==> src/rtl/mod6_count_ctrl.sv <==
// ---------------------------------------------------------------------------
// mod6_count_ctrl
//
// Sequential front end of the mod-6 counter display path. Holds a 0..5 count
// and steps it up or down from two sources: a prescaled free-running tick
// while running, or a synchronized and debounced pushbutton press. The 3-bit
// count feeds the binary-to-seven-segment decoder directly, and a one-cycle
// carry pulse on every wrap lets further digits be cascaded.
//
// Optional feature macro: MOD6_DEBOUNCE_EN
//    defined   -> button level must be stable for P_DEBOUNCE_CYCLES cycles
//    undefined -> debounced level is the synchronizer output, no counter
//
// Parameters:
//    P_PRESCALE         clock cycles per automatic step (2 .. 2^32-1)
//    P_DEBOUNCE_CYCLES  stable cycles needed to accept a level (1 .. 2^24-1)
//
// Ports:
//    i_clk        system clock, rising edge
//    i_rst        asynchronous active-high reset
//    i_run        1 enables automatic counting from the prescaler
//    i_up_down    1 counts up, 0 counts down
//    i_step_btn   raw asynchronous pushbutton, active-high
//    i_clear      synchronous clear of the count
//    o_count      current count, always 0..5
//    o_carry      one-cycle pulse in the cycle that shows the wrapped value
//    o_tick       one-cycle prescaler tick
// ---------------------------------------------------------------------------
module mod6_count_ctrl #(
   parameter int unsigned P_PRESCALE        = 50_000_000,
   parameter int unsigned P_DEBOUNCE_CYCLES = 500_000
) (
   input  logic       i_clk,
   input  logic       i_rst,
   input  logic       i_run,
   input  logic       i_up_down,
   input  logic       i_step_btn,
   input  logic       i_clear,
   output logic [2:0] o_count,
   output logic       o_carry,
   output logic       o_tick
);

   localparam logic [31:0] PRESCALE_LAST = 32'(P_PRESCALE - 1);

   logic [31:0] prescaler_q, prescaler_d;
   logic        tick_q, tick_d;
   logic        sync1_q, sync1_d;
   logic        sync2_q, sync2_d;
   logic        deb_level;
   logic        deb_prev_q, deb_prev_d;
   logic        step_pulse;
   logic        count_event;
   logic [2:0]  count_q, count_d;
   logic        carry_q, carry_d;

   // Prescaler: free-runs 0..P_PRESCALE-1 while running and raises the tick
   // for the cycle after it rolls over. Stopping parks it at 0 so a restart
   // always gives a full period before the first tick.
   always_comb begin
      prescaler_d = '0;
      tick_d      = 1'b0;
      if (i_run) begin
         if (prescaler_q == PRESCALE_LAST) begin
            prescaler_d = '0;
            tick_d      = 1'b1;
         end else begin
            prescaler_d = prescaler_q + 32'd1;
         end
      end
   end

   // Two-flop synchronizer for the asynchronous pushbutton.
   always_comb begin
      sync1_d = i_step_btn;
      sync2_d = sync1_q;
   end

`ifdef MOD6_DEBOUNCE_EN
   localparam logic [23:0] DEBOUNCE_LAST = 24'(P_DEBOUNCE_CYCLES - 1);

   logic [23:0] deb_cnt_q, deb_cnt_d;
   logic        deb_level_q, deb_level_d;

   // Debouncer: counts consecutive cycles in which the synchronized level
   // disagrees with the accepted level; any agreement restarts the count.
   // The level flips on the cycle the count would reach P_DEBOUNCE_CYCLES.
   always_comb begin
      deb_cnt_d   = '0;
      deb_level_d = deb_level_q;
      if (sync2_q != deb_level_q) begin
         if (deb_cnt_q == DEBOUNCE_LAST) begin
            deb_level_d = sync2_q;
            deb_cnt_d   = '0;
         end else begin
            deb_cnt_d = deb_cnt_q + 24'd1;
         end
      end
   end

   // Debouncer state registers.
   always_ff @(posedge i_clk or posedge i_rst) begin
      if (i_rst) begin
         deb_cnt_q   <= '0;
         deb_level_q <= 1'b0;
      end else begin
         deb_cnt_q   <= deb_cnt_d;
         deb_level_q <= deb_level_d;
      end
   end

   assign deb_level = deb_level_q;
`else
   assign deb_level = sync2_q;
`endif

   // Rising-edge detector on the accepted button level; releases are ignored.
   always_comb begin
      deb_prev_d = deb_level;
      step_pulse = deb_level & ~deb_prev_q;
   end

   // Count update. Clear wins over everything, an out-of-range value is
   // recovered to 0 silently, and a tick coinciding with a button step is a
   // single event because they are OR-ed before use.
   always_comb begin
      count_d     = count_q;
      carry_d     = 1'b0;
      count_event = tick_q | step_pulse;
      if (i_clear) begin
         count_d = 3'd0;
      end else if (count_q > 3'd5) begin
         count_d = 3'd0;
      end else if (count_event) begin
         if (i_up_down) begin
            if (count_q == 3'd5) begin
               count_d = 3'd0;
               carry_d = 1'b1;
            end else begin
               count_d = count_q + 3'd1;
            end
         end else begin
            if (count_q == 3'd0) begin
               count_d = 3'd5;
               carry_d = 1'b1;
            end else begin
               count_d = count_q - 3'd1;
            end
         end
      end
   end

   // All remaining state registers share the asynchronous reset.
   always_ff @(posedge i_clk or posedge i_rst) begin
      if (i_rst) begin
         prescaler_q <= '0;
         tick_q      <= 1'b0;
         sync1_q     <= 1'b0;
         sync2_q     <= 1'b0;
         deb_prev_q  <= 1'b0;
         count_q     <= 3'd0;
         carry_q     <= 1'b0;
      end else begin
         prescaler_q <= prescaler_d;
         tick_q      <= tick_d;
         sync1_q     <= sync1_d;
         sync2_q     <= sync2_d;
         deb_prev_q  <= deb_prev_d;
         count_q     <= count_d;
         carry_q     <= carry_d;
      end
   end

   assign o_count = count_q;
   assign o_carry = carry_q;
   assign o_tick  = tick_q;

endmodule

==> config.mk <==
export PLATFORM = sky130hd
export DESIGN_NAME = mod6_count_ctrl
export DESIGN_NICKNAME = d
export VERILOG_FILES = /design/src/rtl/mod6_count_ctrl.sv
export SDC_FILE = /design/constraint.sdc
export NUM_CORES = 1
export LEC_CHECK = 0
export BUFFER_PORTS_ARGS = -buffer_cell sky130_fd_sc_hd__buf_2
export CORE_ASPECT_RATIO = 0.6
export CORE_MARGIN = 2
export CORE_UTILIZATION = 60
export CTS_CLUSTER_SIZE = 25
export DETAILED_ROUTE_END_ITERATION = 8
export PLACE_DENSITY = 0.89
export SYNTH_ARGS = -nofsm -noshare
export SYNTH_HDL_FRONTEND = slang
export SYNTH_SLANG_ARGS = --single-unit
==> constraint.sdc <==
create_clock -name i_clk -period 5 [get_ports i_clk]
set_clock_uncertainty 0.15 [all_clocks]
set_input_delay 0.25 -clock i_clk [delete_from_list [all_inputs] [get_ports i_clk]]
set_output_delay 0.25 -clock i_clk [all_outputs]
set_load 0.03 [all_outputs]
Yosys cells after proc, flatten, opt, wreduce, memory -nomap -nowiden --
Index checks and enable logic that the tools add are counted.
Storage, ports and cells: register bits after elaboration 40, output and inout port bits 5
Cells by class: $add $sub $neg 3, order comparisons 1, equal/unequal tests 2, multiplexer cells 16, bitwise operators 3, reduce and logical (&&, ||, !) cells 2
Operators with widths (count):
- 2-to-1 mux 32 bit | 2
- adder 32 x 1 -> 32 bit (second input constant) | 1
- == test 32 x 26 -> 1 bit (second input constant) | 1
- 2-to-1 mux 3 bit | 6
- 2-to-1 mux 1 bit | 8
- adder 3 x 1 -> 3 bit (second input constant) | 1
- == test 3 bit (second input constant) | 1
- greater-than comparator 3 bit (second input constant) | 1
- logical NOT 3 bit | 1
- nonzero test 3 bit | 1
- subtractor 3 x 1 -> 3 bit (second input constant) | 1
- bitwise AND 1 bit | 1
- inverter 1 bit | 1
- OR 1 bit | 1

Depth between registers and ports, before layout --
Gate-level depths: netlist of the first run.
depth in word-level cells 6, gate-level depth with buffers 7, depth with buffers taken out 5

Worst setup path before layout of the first run --
Ideal clock, no wire load.
path type register to register, start register prescaler_q[3], end register prescaler_q[28], arrival time 1.915 ns, data required time 4.768 ns, setup slack 2.853 ns, stages on the path, launching flop included 7, period minus slack after synthesis 2.147 ns, cell sequence dfrtp_1 nand4_1 buf_2 or4_1 buf_2 or4_1 a31oi_1
Between the ends: longest elaborated chain between the ends 3, elaborated cells between the ends (all ways) 4, classes of those cells add/sub: 1; eq/ne: 1; mux: 2
Ends and longest elaborated chain:
- from (decl) | RTL line 46 | logic [31:0] prescaler_q, prescaler_d;
- from (signal assigned) | RTL line 164 | prescaler_q <= prescaler_d;
- adder 32 x 1 -> 32 bit or == test 32 x 26 -> 1 bit (tied branches) | RTL line 68, 64
- 2-to-1 mux 32 bit (*) | RTL line 64 | if (prescaler_q == PRESCALE_LAST) begin
- 2-to-1 mux 32 bit (*) | RTL line 63 | if (i_run) begin
- net prescaler_d[28] | RTL line 46
Mark *: on every way through the listed nets, which the timed path passes. The rest lies on a longest branch. A chain may end at the register's enable or synchronous reset.

Final worst setup path of the first run --
start register prescaler_q[13], end register prescaler_q[15]
Same word-level chain as after synthesis.

==> results, run 1 <==
- Once the clock tree was built, the resizer swapped 0 gates to a different size.
- Measured against its own limit, the worst slew margin works out to 25.2%.
- The worst setup path is captured at a register.
- The maximum level of the CTS H-tree is 2.
- The sequential element share of the synthesized area is 47.6%.
- The TritonCTS clock tree is yes.
- The detailed-route wire length per cell is 16.0 um.
- The arrival time at the worst endpoint is 2680 ps.
- The share of synthesized area in the top cell type comes to 47.6%.
- The min-delay analysis places its worst path in the category in2reg.
- STA classifies the critical path startpoint as a register.
- The global router's overall resource usage is 26.1%.
- The number of DRC markers after the initial detailed-route iteration is 139.
- The area occupied by multi-input gates is 1030 um^2.
- Prior to clock tree synthesis, the placed netlist has a worst setup slack of 2350 ps.
- Counting every sink on the clock net gives 40.
- IR analysis of the VDD net gives a maximum drop of 0.215 mV.
- During synthesis, Yosys emitted a total of 0 warnings.
- Row generation in the floorplan step produced 16 rows.
- The worst path in the final design needs a cycle of 2700 ps, including I/O delays and setup.
- The number of design rule violations left after detail routing is 0.
- The maximum number of pins on one net before global-route repair is 41.
- The detailed-route wire length is 4500 um.
- Port buffering added 10 buffers.
- A synthesized cell averages 9.31 um^2.
- In this run the remaining antenna-violating nets after routing total 0.
- The classification of the worst setup path is reg2reg.
- No sink is reached through more buffers than the 2 on the longest clock path.
- CTS placed an instance of sky130_fd_sc_hd__clkbuf_8 at the clock tree root.
- The number of distinct library cells after synthesis is 32.
- The synthesized netlist occupies a cell area of 2100 um^2.
- For the pin with the worst max-slew slack, the measured transition is 1120 ps.
- The layout has 262 filler cells.
- The fmax is 370 MHz.
- The post-detailed-placement half-perimeter wirelength is 3130 um.
- Across all setup checks in the final design, the least slack found is 2300 ps.
- The net count after synthesis is 233.
- In the final layout, flip-flops and latches occupy 1000 um^2.
- The clock edge transition at the registers on the reported setup and hold paths is 80 ps.
- After floorplanning, the core was sized to cover 3300 um^2.
- In the post-synthesis netlist, the biggest area contributors are sky130_fd_sc_hd__dfrtp_1, sky130_fd_sc_hd__or4_1, sky130_fd_sc_hd__a21oi_1.
- STA puts the critical path data required time at 4980 ps.
- The utilization after layout is 68.9%.
- The total overflow reported by the global router is 0.
- The post-synthesis to final-layout area growth is 8.21%.
- The via density per instance is 6.41.
- The number of max-capacitance violations reported is 0.
- Setup violations remaining at the end of the flow were counted as 0.
- For the final routed database, the setup TNS stands at 0 ps.
- The floorplan step set the die width to 80.4 um.
- For this design the static power due to leakage is 0.000854 uW.
- The initial antenna violation count is 0.
- The final period utilization is 54.0%.
- The wire length of the first global-routing pass is 7760 um.
- In this run the worst path has a maximum fanout of 27.
- The via count is 1802.
- The number of max-slew violations in the final report is 0.
- Final hold analysis gives a worst-case slack of 169 ps.
- In the final layout, the share of cells above drive strength 1 is 8.05%.
- Setup repair after global routing left no endpoint under its margin.
- The post-layout net count is 243.
- For this design the top-level I/O count stands at 11.
- Synthesis handed over a netlist of 226 instances.
- The clock buffer count from CTS is 5.
- The post-synthesis sequential element count is 40.
- The clock latency reported for the late side of the worst-skew pair is 300 ps.
- The starting utilization of the core area is 63.7%.
- The final-report hold violation count is 0.
- The first detailed-routing pass ran for 4 iterations.
- The flow ran to the end, and the final reports show no timing, DRC or antenna violations.
- The power density over the cells is 251 nW/um^2.
- The height of the chip is 49.9 um.
- The number of antenna diodes in the final layout is 0.
- The number of global-route vias before repair was 1675.
- The die area is 4010 um^2.
- The library cell with the largest summed area after synthesis is sky130_fd_sc_hd__dfrtp_1.
- The congestion estimate from routability-driven global placement came to 0.869.
==> Yosys cell counts <==
cell	number
sky130_fd_sc_hd__dfrtp_1	40
sky130_fd_sc_hd__a21oi_1	20
sky130_fd_sc_hd__nand2_1	17
sky130_fd_sc_hd__nor2_1	17
sky130_fd_sc_hd__or4_1	16
sky130_fd_sc_hd__nand4_1	15
sky130_fd_sc_hd__or3_1	13
sky130_fd_sc_hd__o21ai_0	10
sky130_fd_sc_hd__nand3_1	9
sky130_fd_sc_hd__xnor2_1	9
sky130_fd_sc_hd__o31ai_1	7
sky130_fd_sc_hd__buf_2	6
sky130_fd_sc_hd__inv_1	6
sky130_fd_sc_hd__clkbuf_1	5
sky130_fd_sc_hd__nor4_1	5
sky130_fd_sc_hd__xor2_1	5
sky130_fd_sc_hd__nor3_1	4
sky130_fd_sc_hd__and4_1	3
sky130_fd_sc_hd__nand3b_1	3
sky130_fd_sc_hd__and2_1	2
sky130_fd_sc_hd__and3_1	2
sky130_fd_sc_hd__nor2b_1	2
sky130_fd_sc_hd__a2111oi_0	1
sky130_fd_sc_hd__a211o_1	1
sky130_fd_sc_hd__a211oi_1	1
sky130_fd_sc_hd__a21bo_2	1
sky130_fd_sc_hd__a31oi_1	1
sky130_fd_sc_hd__ha_1	1
sky130_fd_sc_hd__nor3b_1	1
sky130_fd_sc_hd__nor4b_1	1
sky130_fd_sc_hd__o221ai_1	1
sky130_fd_sc_hd__o31ai_4	1
==> placed cells by master, fill, tap and decap left out, types with 9 or more instances in the layout <==
| cell | count |
|---|---|
| sky130_fd_sc_hd__or4_1 | 16 |
| sky130_fd_sc_hd__nor2_1 | 17 |
| sky130_fd_sc_hd__a21oi_1 | 20 |
| sky130_fd_sc_hd__dfrtp_1 | 40 |
| sky130_fd_sc_hd__nand3_1 | 9 |
| sky130_fd_sc_hd__nand4_1 | 15 |
| sky130_fd_sc_hd__nand2_1 | 17 |
| sky130_fd_sc_hd__xnor2_1 | 9 |
| sky130_fd_sc_hd__or3_1 | 13 |
| sky130_fd_sc_hd__o21ai_0 | 10 |
| sky130_fd_sc_hd__buf_2 | 10 |
==> per-stage QoR <==
step	instances	cell area (um^2)	total power [uW]
floorplan	226	2100	363
global placement	271	2170	372
detailed placement	271	2170	374
CTS	281	2280	576
global route	281	2280	601
finish	281	2280	572
==> sequential cells by signal, summed over array words and instances (netlist names) <==
name,count
deb_level,1
deb_prev_q,1
o_carry,1
o_count,3
o_tick,1
prescaler_q,32
sync1_q,1
==> final cells by class <==
type / count / area share [%]
Tap cell: 45 / 2.47
Clock inverter: 1 / 0.220
Inverter: 6 / 0.990
Sequential cell: 40 / 44.0
Multi-Input combinational cell: 169 / 45.3
Timing Repair Buffer: 14 / 3.85
Clock buffer: 6 / 3.19
==> timing repair <==
action	in CTS	in global routing
hold endpoints to repair	44	0
setup buffers	0	0
hold buffers	3	0
==> path summary, 6_finish.rpt <==
path                            startpoint         endpoint  slack [ps]  depth (start not counted)
setup / recovery           prescaler_q[13]  prescaler_q[15]        2300                          4
hold / removal                   i_up_down          o_carry         170                          3
setup reg to reg           prescaler_q[13]  prescaler_q[15]        2300                          4
hold reg to reg                    sync1_q        deb_level         230                          0
max in group asynchronous            i_rst  prescaler_q[27]        3890                          4
min in group asynchronous            i_rst  prescaler_q[29]         450                          4
==> worst max-delay path, stage by stage (launching register included) <==
cell,delay [ps]
sky130_fd_sc_hd__dfrtp_1,420
sky130_fd_sc_hd__nand3_1,160
sky130_fd_sc_hd__or4_1,690
sky130_fd_sc_hd__o31ai_4,980
sky130_fd_sc_hd__nor2_1,130
==> metal layers <==
layer / track usage [%] / part of all wire, % / up-vias
met4: 11.6 / 1.7 / 0
met1: 39.0 / 50 / 866
met5: 0 / 0 / -
met2: 35.7 / 42 / 54
met3: 6.59 / 6.8 / 9
li1: - / - / 873
==> logic make-up (layout without fill, tap and decap cells) <==
family / after synthesis / count (layout) / share of synthesized area [%]
simple gates: 110 / 110 / 29.6
compound gates: 44 / 44 / 13.0
flops: 40 / 40 / 47.6
buf+inv: 17 / 27 / 3.39
xor+xnor: 14 / 14 / 5.83
fa+ha+maj: 1 / 1 / 0.595
==> power breakdown <==
| group | internal, uW | switching [uW] |
|---|---|---|
| Combinational | 12.0 | 21.7 |
| Clock | 94.8 | 108 |
| Sequential | 329 | 6.56 |
Power figures use the tool's default switching activity.
==> run 2, diff against run 1 <==
- clock period: 5 -> 2.6 ns (I/O delays scaled with it)
==> run 2 against run 1 <==
Via count up 2.1%. Non-clock buffer count increased by 3. Final area rose by 3.1%. Clock power rose to 2.7 times the previous value. Sequential power rose by 93%. Worst hold slack got worse by 130 ps. Sequential cell count did not move. Die area unchanged. Critical path type unchanged. Largest cell class unchanged.
==> results, run 2 (same netlist as run 1, synthesis figures left out) <==
- The power density over the cells is 540 nW/um^2 (was 251 nW/um^2).
- Result of the run: complete, no violations (unchanged).
- The die extent in x was 80.4 um (unchanged).
- The final period utilization came to 89.9% (was 54.0%).
- The register-to-register path setup slack is 260 ps (was 2300 ps).
- The worst-case setup slack after placement is 300 ps (was 2350 ps).
- The starting utilization of the core area is 63.7% (unchanged).
- The cell with the biggest individual delay on the critical path is sky130_fd_sc_hd__or4_1 (was sky130_fd_sc_hd__o31ai_4).
- The flip-flop count of the largest register after layout is 32 (unchanged).
- The via density per instance is 6.45 (was 6.41).
- The maximum number of pins on one net before global-route repair is 29 (was 41).
- The startpoint class of the critical path is a register (unchanged).
- The share of layout cells above drive strength 1 is 10.0% (was 8.05%).
- The clock buffer count from CTS is 5 (unchanged).
- The register area is 1000 um^2 (unchanged).
- The number of endpoints failing setup at the final stage is 0 (unchanged).
- The number of global-route vias before repair came to 1746 (was 1675).
- The number of diodes added for antenna fixing came to 0 (unchanged).
- The fmax was 428 MHz (was 370 MHz).
- The number of core rows was 16 (unchanged).
- The clock edge transition at the registers on the reported setup and hold paths is 80 ps (about the same).
- The TritonCTS clock tree is yes (unchanged).
- The logic depth of the worst register-to-register path came to 4 (unchanged).
- The maximum fanout along the worst path came to 10 (was 27).
- The endpoint type of the worst setup path was a register (unchanged).
- The post-route antenna net violation count is 0 (unchanged).
- The global router's overall resource usage is 27.9% (was 26.1%).
- The clock latency reported for the late side of the worst-skew pair is 300 ps (about the same).
- The top-level I/O count is 11 (unchanged).
- The cell occurring most often along the worst timing path is sky130_fd_sc_hd__or4_1.
- The setup total negative slack is 0 ps (unchanged).
- Unrepaired setup endpoints after global routing: false (unchanged).
- The startpoint of the tightest hold check path is i_up_down (unchanged).
- The deepest clock path buffer count was 2 (unchanged).
- The detailed-route wire length per cell was 16.9 um (was 16.0 um).
- The cell family with the largest share of critical-path delay was simple AND/OR/NAND/NOR gates (unchanged).
- The via count is 1839 (was 1802).
- The type of the worst min-delay path is in2reg (unchanged).
- The initial antenna violation count is 0 (unchanged).
- The post-detailed-placement half-perimeter wirelength is 3470 um (was 3130 um).
- The die area is 4010 um^2 (unchanged).
- The post-CTS setup buffer count is 0 (unchanged).
- The shortest clock period the worst path allows after layout came to 2340 ps (was 2700 ps).
- The area occupied by multi-input gates is 1030 um^2 (unchanged).
- The post-layout net count was 246 (was 243).
- The largest stage delay on the critical path is 740 ps (was 980 ps).
- The number of max-capacitance violations reported came to 0 (unchanged).
- The final-report hold violation count is 0 (unchanged).
- The arrival time at the worst endpoint is 2420 ps (was 2680 ps).
- The clock sink total came to 40 (unchanged).
- The smallest setup slack after layout is 261 ps (was 2300 ps).
- The number of inserted filler cells in the final layout was 240 (was 262).
- The worst hold path stage count is 3 (unchanged).
- The count of input and output buffers is 10 (unchanged).
- The maximum level of the CTS H-tree is 2 (unchanged).
- The worst flop-to-flop path endpoint is prescaler_q[28] (was prescaler_q[15]).
- The number of max-slew violations in the final report is 0 (unchanged).
- The last weighted congestion value of the routability-driven placer is 0.895 (was 0.869).
- The number of DRC markers after the initial detailed-route iteration is 125 (was 139).
- The total overflow reported by the global router is 0 (unchanged).
- The height of the chip is 49.9 um (unchanged).
- The detailed-route wire length was 4830 um (was 4500 um).
- The wire length of the first global-routing pass is 8310 um (was 7760 um).
- Commonest cells after routing, fill and taps aside: sky130_fd_sc_hd__dfrtp_1, sky130_fd_sc_hd__a21oi_1, sky130_fd_sc_hd__nand2_1, sky130_fd_sc_hd__nor2_1, sky130_fd_sc_hd__or4_1 (unchanged).
- The leading cell type in the layout, fill and taps excluded is sky130_fd_sc_hd__dfrtp_1 (unchanged).
- The relative max-transition margin came to 55.6% (was 25.2%).
- The classification of the worst setup path is reg2reg (unchanged).
- The detailed-routing iteration count for the pre-antenna-repair pass is 5 (was 4).
- The launch point of the worst path is prescaler_q[3] (was prescaler_q[13]).
- Ordered list of cells on the worst path: nand4_1, or4_1, or4_1, a31oi_1 (was nand3_1, or4_1, o31ai_4, nor2_1).
- The number of buffer and inverter instances along the worst setup path is 0 (unchanged).
- The terminating pin of the worst hold path is o_carry (unchanged).
- The number of design rule violations left after detail routing came to 0 (unchanged).
- The reported leakage power came to 0.000891 uW (was 0.000854 uW).
- The maximum vdd drop is 0.398 mV (was 0.215 mV).
- The cell chosen for the clock root is sky130_fd_sc_hd__clkbuf_8 (unchanged).
- The core region area is 3300 um^2 (unchanged).
- The pin slew with the least headroom to its limit is 660 ps (was 1120 ps).
- The data required time of the worst path is 2680 ps (was 4980 ps).
- The post-synthesis to final-layout area growth is 11.6% (was 8.21%).
- The largest register by flop count is prescaler_q (unchanged).
- The reg-to-reg startpoint is prescaler_q[3] (was prescaler_q[13]).
[run 2: changes by cell type in the layout (fill, tap and decap cells not counted)]
cell / change
sky130_fd_sc_hd__clkbuf_8: +2
sky130_fd_sc_hd__buf_4: +3
sky130_fd_sc_hd__bufinv_16: +1
sky130_fd_sc_hd__clkinv_2: -1
sky130_fd_sc_hd__clkbuf_1: -1
[run 2: metrics by stage]
stage	total power (uW)	utilization [%]	area (um^2)	instances	hold slack, ps
after floorplan	698	-	2100	226	11.4
after global placement	718	66.3	2190	274	18.2
after detailed placement	721	66.3	2190	274	52.7
after CTS	1280	71.1	2350	285	34.9
after global routing	1320	71.1	2350	285	59.0
final	1270	71.1	2350	285	43.8
[run 2: repair_timing]
item                                   in CTS  in global routing
hold buffers                                3                  0
endpoints found under the hold margin      17                  0
resized for setup                           0                  0
[run 2: worst min-delay path, stage by stage]
cell	delay [ps]
sky130_fd_sc_hd__buf_2	140
sky130_fd_sc_hd__nand3_1	80
sky130_fd_sc_hd__a2111oi_0	110
[run 2: final cells by class]
cell class,instances,area share (%)
clock inverter,1,1.28
clock buffer,7,4.10
sequential,40,42.6
multi-input combinational,169,43.9
timing repair buffer,17,4.69
tap,45,2.40
inverter,6,0.959
[run 2: report_power, final]
group | leakage (uW) | switching (uW) | total (uW) | internal [uW]
clock | 0.0000645 | 218 | 556 | 339
combinational | 0.000278 | 42.5 | 66.7 | 24.2
sequential | 0.000548 | 12.8 | 645 | 632
[run 2: worst max path at each step]
| stage | endpoint | slack, ps | depth (start not counted) |
|---|---|---|---|
| 2_1_floorplan | prescaler_q[28] | 450 | 6 |
| 3_3_place_gp | prescaler_q[28] | 380 | 5 |
| 6_report | prescaler_q[28] | 260 | 4 |
| 3_5_place_dp | prescaler_q[28] | 300 | 4 |
| 5_1_grt | prescaler_q[28] | 110 | 5 |
| 4_1_cts | prescaler_q[28] | 290 | 4 |
[run 2: per-layer routing]
| metal | track usage, % | vias up | wire length (um) |
|---|---|---|---|
| li1 | - | 873 | - |
| met1 | 39.9 | 896 | 2250 |
| met2 | 41.3 | 66 | 2230 |
| met3 | 6.59 | 4 | 296 |
| met4 | 10.5 | 0 | 46 |
| met5 | 0 | - | 0 |
